File: config.mk
export PLATFORM = sky130hd
export DESIGN_NAME = iram_bitrmw_ctrl_flat
export DESIGN_NICKNAME = d
export VERILOG_FILES = /design/src/rtl/iram_bitrmw_ctrl_if.sv /design/src/rtl/iram_bitrmw_ctrl.sv /design/src/flat_wrapper.sv
export SDC_FILE = /design/constraint.sdc
export NUM_CORES = 2
export LEC_CHECK = 0
export ABC_CLOCK_PERIOD_IN_PS = 18500
export BUFFER_PORTS_ARGS = -buffer_cell sky130_fd_sc_hd__buf_2
export CELL_PAD_IN_SITES_DETAIL_PLACEMENT = 1
export CELL_PAD_IN_SITES_GLOBAL_PLACEMENT = 1
export CORE_MARGIN = 4
export CORE_UTILIZATION = 26
export CTS_BUF_LIST = sky130_fd_sc_hd__clkbuf_4 sky130_fd_sc_hd__clkbuf_8
export DETAILED_ROUTE_END_ITERATION = 10
export HOLD_SLACK_MARGIN = 0.08
export PLACE_DENSITY = 0.48
export SLEW_MARGIN = 25
export SYNTH_ARGS = -nofsm -noshare
export SYNTH_HDL_FRONTEND = slang
export SYNTH_SLANG_ARGS = --single-unit
File: constraint.sdc
create_clock -name clock -period 18.5 [get_ports clock]
set_clock_uncertainty 0.2 [all_clocks]
set_input_delay 0 -clock clock [delete_from_list [all_inputs] [get_ports clock]]
set_output_delay 0 -clock clock [all_outputs]
set_load 0.01 [all_outputs]
File: src/rtl/iram_bitrmw_ctrl_if.sv
`default_nettype none
// ============================================================================
// Module   : iram_bitrmw_ctrl_if
// Brief    : Request/response bus of the 8051-style internal data memory.
// Revision : 1.0 - initial release
// ============================================================================
interface iram_bitrmw_ctrl_if;
    logic       req;
    logic       ready;
    logic       we;
    logic       is_bit;
    logic       indirect;
    logic [7:0] addr;
    logic [7:0] wdata;
    logic       wbit;
    logic       rvalid;
    logic [7:0] rdata;
    logic       rbit;
    logic       err;
    logic       init_done;

    modport master (
        output req, we, is_bit, indirect, addr, wdata, wbit,
        input  ready, rvalid, rdata, rbit, err, init_done
    );

    modport slave (
        input  req, we, is_bit, indirect, addr, wdata, wbit,
        output ready, rvalid, rdata, rbit, err, init_done
    );
endinterface
`default_nettype wire

File: src/rtl/iram_bitrmw_ctrl.sv
`default_nettype none
// ============================================================================
// Module   : iram_bitrmw_ctrl
// Brief    : 8051 internal data memory (lower RAM, SFR, optional upper RAM)
//            with byte/bit access, two-cycle bit RMW and post-reset clear.
//            Optional per-byte even parity: define IRAM_PARITY_EN.
// Revision : 1.0 - initial release
// ============================================================================
module iram_bitrmw_ctrl #(
    parameter int         LOW_DEPTH  = 128,
    parameter int         UPPER_EN   = 1,
    parameter logic [7:0] FILL_VALUE = 8'h00,
    parameter logic [7:0] SFR_FILL   = 8'h00
) (
    input  wire               clock,
    input  wire               reset,
    iram_bitrmw_ctrl_if.slave bus
);

`ifdef IRAM_PARITY_EN
    localparam int c_W = 9;
`else
    localparam int c_W = 8;
`endif

    localparam logic [1:0] c_ST_INIT = 2'd0;
    localparam logic [1:0] c_ST_IDLE = 2'd1;
    localparam logic [1:0] c_ST_RMW  = 2'd2;

    localparam logic [1:0] c_RG_LOW  = 2'd0;
    localparam logic [1:0] c_RG_SFR  = 2'd1;
    localparam logic [1:0] c_RG_UP   = 2'd2;

    function automatic logic [c_W-1:0] f_enc(input logic [7:0] b);
`ifdef IRAM_PARITY_EN
        f_enc = {^b, b};
`else
        f_enc = b;
`endif
    endfunction

    logic [1:0]     r_state;
    logic [1:0]     w_state_nx;
    logic [6:0]     r_cnt;
    logic           w_accept;

    logic [1:0]     w_region;
    logic [6:0]     w_idx;
    logic [2:0]     w_bsel;
    logic           w_illegal;

    logic [c_W-1:0] r_lower [LOW_DEPTH];
    logic [c_W-1:0] r_sfr   [128];
    logic [c_W-1:0] w_lo_rd;
    logic [c_W-1:0] w_sfr_rd;
    logic [c_W-1:0] w_up_rd;
    logic [c_W-1:0] w_rd_word;
    logic [7:0]     w_rd_byte;
    logic           w_rd_bad;

    logic [1:0]     r_rmw_region;
    logic [6:0]     r_rmw_idx;
    logic [2:0]     r_rmw_bsel;
    logic           r_rmw_wbit;
    logic [7:0]     r_rmw_byte;
`ifdef IRAM_PARITY_EN
    logic           r_rmw_bad;
`endif
    logic [7:0]     w_merged;
    logic           w_rmw_abort;

    logic           w_lo_we;
    logic           w_sfr_we;
    logic           w_up_we;
    logic [6:0]     w_wr_idx;
    logic [c_W-1:0] w_wd;
    logic [c_W-1:0] w_sfr_wd;

    logic           r_rvalid;
    logic [7:0]     r_rdata;
    logic           r_rbit;
    logic           r_err;

    assign w_accept      = (r_state == c_ST_IDLE) && bus.req;
    assign bus.ready     = (r_state == c_ST_IDLE);
    assign bus.init_done = (r_state != c_ST_INIT);
    assign bus.rvalid    = r_rvalid;
    assign bus.rdata     = r_rdata;
    assign bus.rbit      = r_rbit;
    assign bus.err       = r_err;

    // ------------------------------------------------------------------
    // FSM
    // ------------------------------------------------------------------
    always_ff @(posedge clock or posedge reset) begin
        if (reset) begin
            r_state <= c_ST_INIT;
        end else begin
            r_state <= w_state_nx;
        end
    end

    always_comb begin
        w_state_nx = r_state;
        case (r_state)
            c_ST_INIT: if (r_cnt == 7'd127) w_state_nx = c_ST_IDLE;
            c_ST_IDLE: if (w_accept && bus.we && bus.is_bit) w_state_nx = c_ST_RMW;
            c_ST_RMW:  w_state_nx = c_ST_IDLE;
            default:   w_state_nx = c_ST_INIT;
        endcase
    end

    // ------------------------------------------------------------------
    // Address decode: bit addresses 00h-7Fh live in bytes 20h-2Fh,
    // 80h-FFh in the bit-addressable SFRs (addresses ending in 0h/8h).
    // ------------------------------------------------------------------
    always_comb begin
        w_region  = c_RG_LOW;
        w_idx     = bus.addr[6:0];
        w_bsel    = bus.addr[2:0];
        w_illegal = 1'b0;
        if (bus.is_bit) begin
            if (!bus.addr[7]) begin
                w_region = c_RG_LOW;
                w_idx    = {3'b010, bus.addr[6:3]};
            end else begin
                w_region = c_RG_SFR;
                w_idx    = {bus.addr[6:3], 3'b000};
            end
        end else if (bus.addr[7]) begin
            if (!bus.indirect) begin
                w_region = c_RG_SFR;
            end else begin
                w_region  = c_RG_UP;
                w_illegal = (UPPER_EN == 0);
            end
        end
    end

    // ------------------------------------------------------------------
    // Storage
    // ------------------------------------------------------------------
    always_ff @(posedge clock) begin
        if (w_lo_we) r_lower[w_wr_idx] <= w_wd;
    end

    always_ff @(posedge clock) begin
        if (w_sfr_we) r_sfr[w_wr_idx] <= w_sfr_wd;
    end

    generate
        if (UPPER_EN != 0) begin : g_upper
            logic [c_W-1:0] r_upper [128];
            always_ff @(posedge clock) begin
                if (w_up_we) r_upper[w_wr_idx] <= w_wd;
            end
            assign w_up_rd = r_upper[w_idx];
        end else begin : g_no_upper
            logic w_unused_up;
            assign w_unused_up = w_up_we;
            assign w_up_rd     = '0;
        end
    endgenerate

    assign w_lo_rd  = r_lower[w_idx];
    assign w_sfr_rd = r_sfr[w_idx];

    always_comb begin
        w_rd_word = w_lo_rd;
        case (w_region)
            c_RG_SFR: w_rd_word = w_sfr_rd;
            c_RG_UP:  w_rd_word = w_up_rd;
            default:  w_rd_word = w_lo_rd;
        endcase
    end

    assign w_rd_byte = w_rd_word[7:0];
`ifdef IRAM_PARITY_EN
    assign w_rd_bad    = ^w_rd_word;
    assign w_rmw_abort = (r_state == c_ST_RMW) && r_rmw_bad;
`else
    assign w_rd_bad    = 1'b0;
    assign w_rmw_abort = 1'b0;
`endif

    always_comb begin
        w_merged             = r_rmw_byte;
        w_merged[r_rmw_bsel] = r_rmw_wbit;
    end

    // ------------------------------------------------------------------
    // Single shared write port per array: sweep, byte write or RMW.
    // ------------------------------------------------------------------
    always_comb begin
        w_lo_we  = 1'b0;
        w_sfr_we = 1'b0;
        w_up_we  = 1'b0;
        w_wr_idx = r_cnt;
        w_wd     = f_enc(FILL_VALUE);
        w_sfr_wd = f_enc(SFR_FILL);
        case (r_state)
            c_ST_INIT: begin
                w_lo_we  = 1'b1;
                w_sfr_we = 1'b1;
                w_up_we  = (UPPER_EN != 0);
            end
            c_ST_IDLE: begin
                if (w_accept && bus.we && !bus.is_bit && !w_illegal) begin
                    w_wr_idx = w_idx;
                    w_wd     = f_enc(bus.wdata);
                    w_sfr_wd = f_enc(bus.wdata);
                    w_lo_we  = (w_region == c_RG_LOW);
                    w_sfr_we = (w_region == c_RG_SFR);
                    w_up_we  = (w_region == c_RG_UP);
                end
            end
            c_ST_RMW: begin
                if (!w_rmw_abort) begin
                    w_wr_idx = r_rmw_idx;
                    w_wd     = f_enc(w_merged);
                    w_sfr_wd = f_enc(w_merged);
                    w_lo_we  = (r_rmw_region == c_RG_LOW);
                    w_sfr_we = (r_rmw_region == c_RG_SFR);
                    w_up_we  = (r_rmw_region == c_RG_UP);
                end
            end
            default: ;
        endcase
    end

    // ------------------------------------------------------------------
    // Sweep counter, response registers and RMW capture
    // ------------------------------------------------------------------
    always_ff @(posedge clock or posedge reset) begin
        if (reset) begin
            r_cnt        <= 7'd0;
            r_rvalid     <= 1'b0;
            r_rdata      <= 8'h00;
            r_rbit       <= 1'b0;
            r_err        <= 1'b0;
            r_rmw_region <= c_RG_LOW;
            r_rmw_idx    <= 7'd0;
            r_rmw_bsel   <= 3'd0;
            r_rmw_wbit   <= 1'b0;
            r_rmw_byte   <= 8'h00;
`ifdef IRAM_PARITY_EN
            r_rmw_bad    <= 1'b0;
`endif
        end else begin
            r_rvalid <= 1'b0;
            r_err    <= 1'b0;
            if (r_state == c_ST_INIT) begin
                r_cnt <= r_cnt + 7'd1;
            end
            if (w_accept) begin
                if (!bus.we) begin
                    r_rvalid <= 1'b1;
                    if (w_illegal) begin
                        r_rdata <= 8'h00;
                        r_rbit  <= 1'b0;
                        r_err   <= 1'b1;
                    end else begin
                        r_rdata <= w_rd_byte;
                        r_rbit  <= bus.is_bit ? w_rd_byte[w_bsel] : 1'b0;
                        r_err   <= w_rd_bad;
                    end
                end else if (w_illegal) begin
                    r_err <= 1'b1;
                end else if (bus.is_bit) begin
                    // The target byte is read now so the merge needs no extra read cycle.
                    r_rmw_region <= w_region;
                    r_rmw_idx    <= w_idx;
                    r_rmw_bsel   <= w_bsel;
                    r_rmw_wbit   <= bus.wbit;
                    r_rmw_byte   <= w_rd_byte;
`ifdef IRAM_PARITY_EN
                    r_rmw_bad    <= w_rd_bad;
`endif
                end
            end
            if (w_rmw_abort) begin
                r_err <= 1'b1;
            end
        end
    end

    a_quiet_init: assert property (@(posedge clock) disable iff (reset)
        (r_state == c_ST_INIT) |-> !(r_rvalid || r_err));

    a_rmw_single: assert property (@(posedge clock) disable iff (reset)
        (r_state == c_ST_RMW) |=> (r_state == c_ST_IDLE));

endmodule
`default_nettype wire

File: src/flat_wrapper.sv
// flat-port wrapper written by rule: the top's interface ports become plain ports
module iram_bitrmw_ctrl_flat 
#(
    parameter int         LOW_DEPTH  = 128,
    parameter int         UPPER_EN   = 1,
    parameter logic [7:0] FILL_VALUE = 8'h00,
    parameter logic [7:0] SFR_FILL   = 8'h00
)
  (clock, reset, bus_req, bus_we, bus_is_bit, bus_indirect, bus_addr, bus_wdata, bus_wbit, bus_ready, bus_rvalid, bus_rdata, bus_rbit, bus_err, bus_init_done);
  iram_bitrmw_ctrl_if bus_i ();
  input  wire clock;
  input  wire reset;
  input wire logic [$bits(bus_i.req)-1:0] bus_req;
  input wire logic [$bits(bus_i.we)-1:0] bus_we;
  input wire logic [$bits(bus_i.is_bit)-1:0] bus_is_bit;
  input wire logic [$bits(bus_i.indirect)-1:0] bus_indirect;
  input wire logic [$bits(bus_i.addr)-1:0] bus_addr;
  input wire logic [$bits(bus_i.wdata)-1:0] bus_wdata;
  input wire logic [$bits(bus_i.wbit)-1:0] bus_wbit;
  output wire logic [$bits(bus_i.ready)-1:0] bus_ready;
  output wire logic [$bits(bus_i.rvalid)-1:0] bus_rvalid;
  output wire logic [$bits(bus_i.rdata)-1:0] bus_rdata;
  output wire logic [$bits(bus_i.rbit)-1:0] bus_rbit;
  output wire logic [$bits(bus_i.err)-1:0] bus_err;
  output wire logic [$bits(bus_i.init_done)-1:0] bus_init_done;
  assign bus_i.req = bus_req;
  assign bus_i.we = bus_we;
  assign bus_i.is_bit = bus_is_bit;
  assign bus_i.indirect = bus_indirect;
  assign bus_i.addr = bus_addr;
  assign bus_i.wdata = bus_wdata;
  assign bus_i.wbit = bus_wbit;
  assign bus_ready = bus_i.ready;
  assign bus_rvalid = bus_i.rvalid;
  assign bus_rdata = bus_i.rdata;
  assign bus_rbit = bus_i.rbit;
  assign bus_err = bus_i.err;
  assign bus_init_done = bus_i.init_done;
  iram_bitrmw_ctrl #(.LOW_DEPTH(LOW_DEPTH), .UPPER_EN(UPPER_EN), .FILL_VALUE(FILL_VALUE), .SFR_FILL(SFR_FILL)) u_core (.clock(clock), .reset(reset), .bus(bus_i));
endmodule
==> impl_metrics.toml <==
[yosys]
avgSynthCellArea_sq_um = 15.7
synth.area.top_cells = "edfxtp_1 74%, nand2_1 3.9%, mux4_2 3.7%"
syn_nets = 7989
synth-edff-count = 3072
ys_types = 105
syn_inst = 7957
synthArstFlopShare_pct = 1.29
synth-seq-cells = 3112
yosysSeqAreaShare_pct = 74.8
synth_top_area_share_pct = 74.0
synth_warnings = 0
yosysTopAreaCell = "edfxtp_1"
synth_ff_type = "edfxtp_1"
synth.cell_area_sq_um = 125000

[floorplanning]
coreArea_sq_um = 478000
start_util_pct = 26.1
die-area_sq_um = 491000
io_pins = 36
core.rowCount = 254
die_w_um = 701
die_h_um = 701

[power]
p_leak_nw = 47.8
peakVddDrop_mv = 0.115
power.density_nw_per_um2 = 125

[final_layout]
layout-drive-gt1-share_pct = 20.6
layout.nets = 8618
fin_cells = 15400
final_core_util_pct = 30.6
area_growth_pct = 17.3

[drt]
drt-total-wl_mm = 517
vias = 81000
wl_per_cell_um = 33.5
drc = 0
drtIter0Drc = 9630
vias_per_cell = 5.26
ant_nets = 0
firstDrtPassIters = 8

[clock_tree]
h-tree-depth = 6
cts_sinks = 3112
clk_pin_slew_ps = 60
root_buffer = "clkbuf_8"
cts_hold_buf = 50
cts.path.max_buffers = 4
cts_buffers = 556
cts_resized = 0
cts_tree = "yes"
postCtsSetupBuffers = 0
clock_latency_ps = 1230

[run_status]
status = "completed"

[global_route]
grt_pass1_vias = 81600
antenna_found_initial = 80
grt_usage_pct = 20.4
grt_start_max_net_pins = 169
grt_pass1_wl_mm = 703
grt_overflow = 0

[job]
cap_violations = 0

[critical_path]
critPathLaunch = "bus_addr[7]"
end_kind = "register"
timing_worst_setup_path_type = "in -> reg"
cp_max_fo = 77
startpoint_type = "input pin"
rr_startpoint = "u_core.r_state[1]"
worstPathArrival_ps = 9150
required_ps = 19400

[min_path]
min_from = "bus_wdata[5]"
worst_hold_path_type = "in -> reg"

[place]
placed_cells = 14400
place.gp.congestion = 0.882
port_buffers = 34
pre_cts_slack_ps = 10450
dpl.hpwl_mm = 320

[sta]
worstMarginPinSlew_ps = 1220
final-max-slew-violation-count = 0
rsz0062_at_grt = "false"
post-route-min-period_ps = 8250
fmax_mhz = 121
slew_headroom_pct = 18.9
tns_ps = 0
fin_ws_ps = 10250
setup_violations = 0
whs_ps = 251
finalCritPeriodShare_pct = 44.6
finalHoldViolations = 0
cell families after synthesis:
logic type / after synthesis / share of synthesized area [%]
compound gates: 1224 / 7.12
xor+xnor: 6 / 0.0421
fa+ha+maj: 9 / 0.0903
buf+inv: 615 / 2.60
flops: 3112 / 74.8
mux: 515 / 6.23
other cells: 1 / 0.00301
simple gates: 2475 / 9.13
through the flow:
step / total power, mW / cell area, sq um
2_1_floorplan: 10.2 / 125000
3_3_place_gp: 11.9 / 135000
3_5_place_dp: 12.0 / 135000
4_1_cts: 18.3 / 146000
5_1_grt: 18.8 / 146000
6_report: 18.2 / 146000
cell usage in the layout, fill, tap and decap left out, types with 47 or more instances in the layout:
master            n
dlygate4sd3_1    49
nand2_1        1270
a21oi_1         193
o21ai_0          94
a211oi_1        245
edfxtp_1       3072
nand3_1         272
and3_1          247
a221oi_1         47
mux4_2          203
a22oi_1          67
mux2i_1         292
a31oi_1         142
a32oi_1         140
clkbuf_8        563
nor2_1           73
clkinv_1        126
buf_4           566
clkbuf_4        183
nor3_1          340
critical path: stages:
cell and delay [ps]:
dlygate4sd3_1 530, buf_2 120, dlygate4sd3_1 550, buf_4 240, nand3b_4 630, nand2_8 730, buf_4 630, buf_4 550
buf_4 710, buf_4 610, mux4_2 580, a22o_1 260, a211oi_1 460, nor4_1 200, a22oi_1 740, o311a_1 360
a22o_1 160, nor2_1 50, a211o_1 270, dlygate4sd3_1 560
synthesized netlist by cell type (12+ instances only):
master / n
nor2_1: 88
nand4_1: 44
o221ai_1: 13
a311oi_1: 40
a211oi_1: 248
buf_2: 212
a32o_1: 15
clkbuf_1: 235
o41ai_1: 13
edfxtp_1: 3072
a32oi_1: 140
a2111oi_0: 37
mux2i_1: 292
buf_6: 41
inv_1: 16
a22oi_1: 68
a22o_1: 22
buf_1: 27
mux2_2: 16
nor3_1: 390
o22ai_1: 24
and2_1: 12
a31oi_1: 145
nand2_1: 1285
and3_1: 247
o21ai_0: 94
nor4_1: 36
a221oi_1: 49
dfrtp_1: 40
a21oi_1: 194
nor2b_1: 22
buf_4: 78
nand3_1: 274
mux4_2: 203
o211ai_1: 15
final timing paths:
path / end / slack [ps] / depth (start not counted)
worst max-delay path: u_core.bus.rbit / 10250 / 20
worst min-delay path: u_core.r_sfr[63][5] / 250 / 5
worst max register to register: u_core.r_lower[44][1] / 13070 / 13
worst min register to register: u_core.r_rmw_idx[2] / 290 / 2
max in group asynchronous: u_core.r_rmw_byte[1] / 17170 / 6
min in group asynchronous: u_core.r_state[1] / 420 / 6
power breakdown:
| group | internal, mW | leakage (nW) | switching (mW) |
|---|---|---|---|
| Combinational | 0.607 | 13.3 | 2.82 |
| Clock | 3.30 | 5.54 | 3.01 |
| Sequential | 8.33 | 28.9 | 0.151 |
| Total | 12.2 | 47.8 | 5.98 |
final cells by class:
type	count	area [sq um]
timing repair buffer	669	5280
tap	6400	8010
fill	50000	332000
antenna	19	47.5
inverter	17	63.8
multi-input combinational	4230	29100
sequential	3112	93200
clock buffer	746	9120
clock inverter	224	1400
routing by layer:
layer,track usage [%],part of all wire [%]
met5,0,0.013
met1,28.0,42
met2,32.7,46
met3,3.53,7.8
met4,7.06,3.8
sequential cells by signal, indices dropped and copies added, names as in the netlist:
name / cells
u_core.r_rmw_idx: 7
u_core.bus.rbit: 1
u_core.r_rmw_wbit: 1
u_core.r_lower: 1024
u_core.bus.rvalid: 1
u_core.g_upper.r_upper: 1024
u_core.r_sfr: 1024
u_core.r_cnt: 7
u_core.r_state: 2
u_core.r_rmw_bsel: 3
u_core.r_rmw_byte: 8
u_core.bus.rdata: 8
u_core.r_rmw_region: 2
Power figures use the tool's default switching activity.
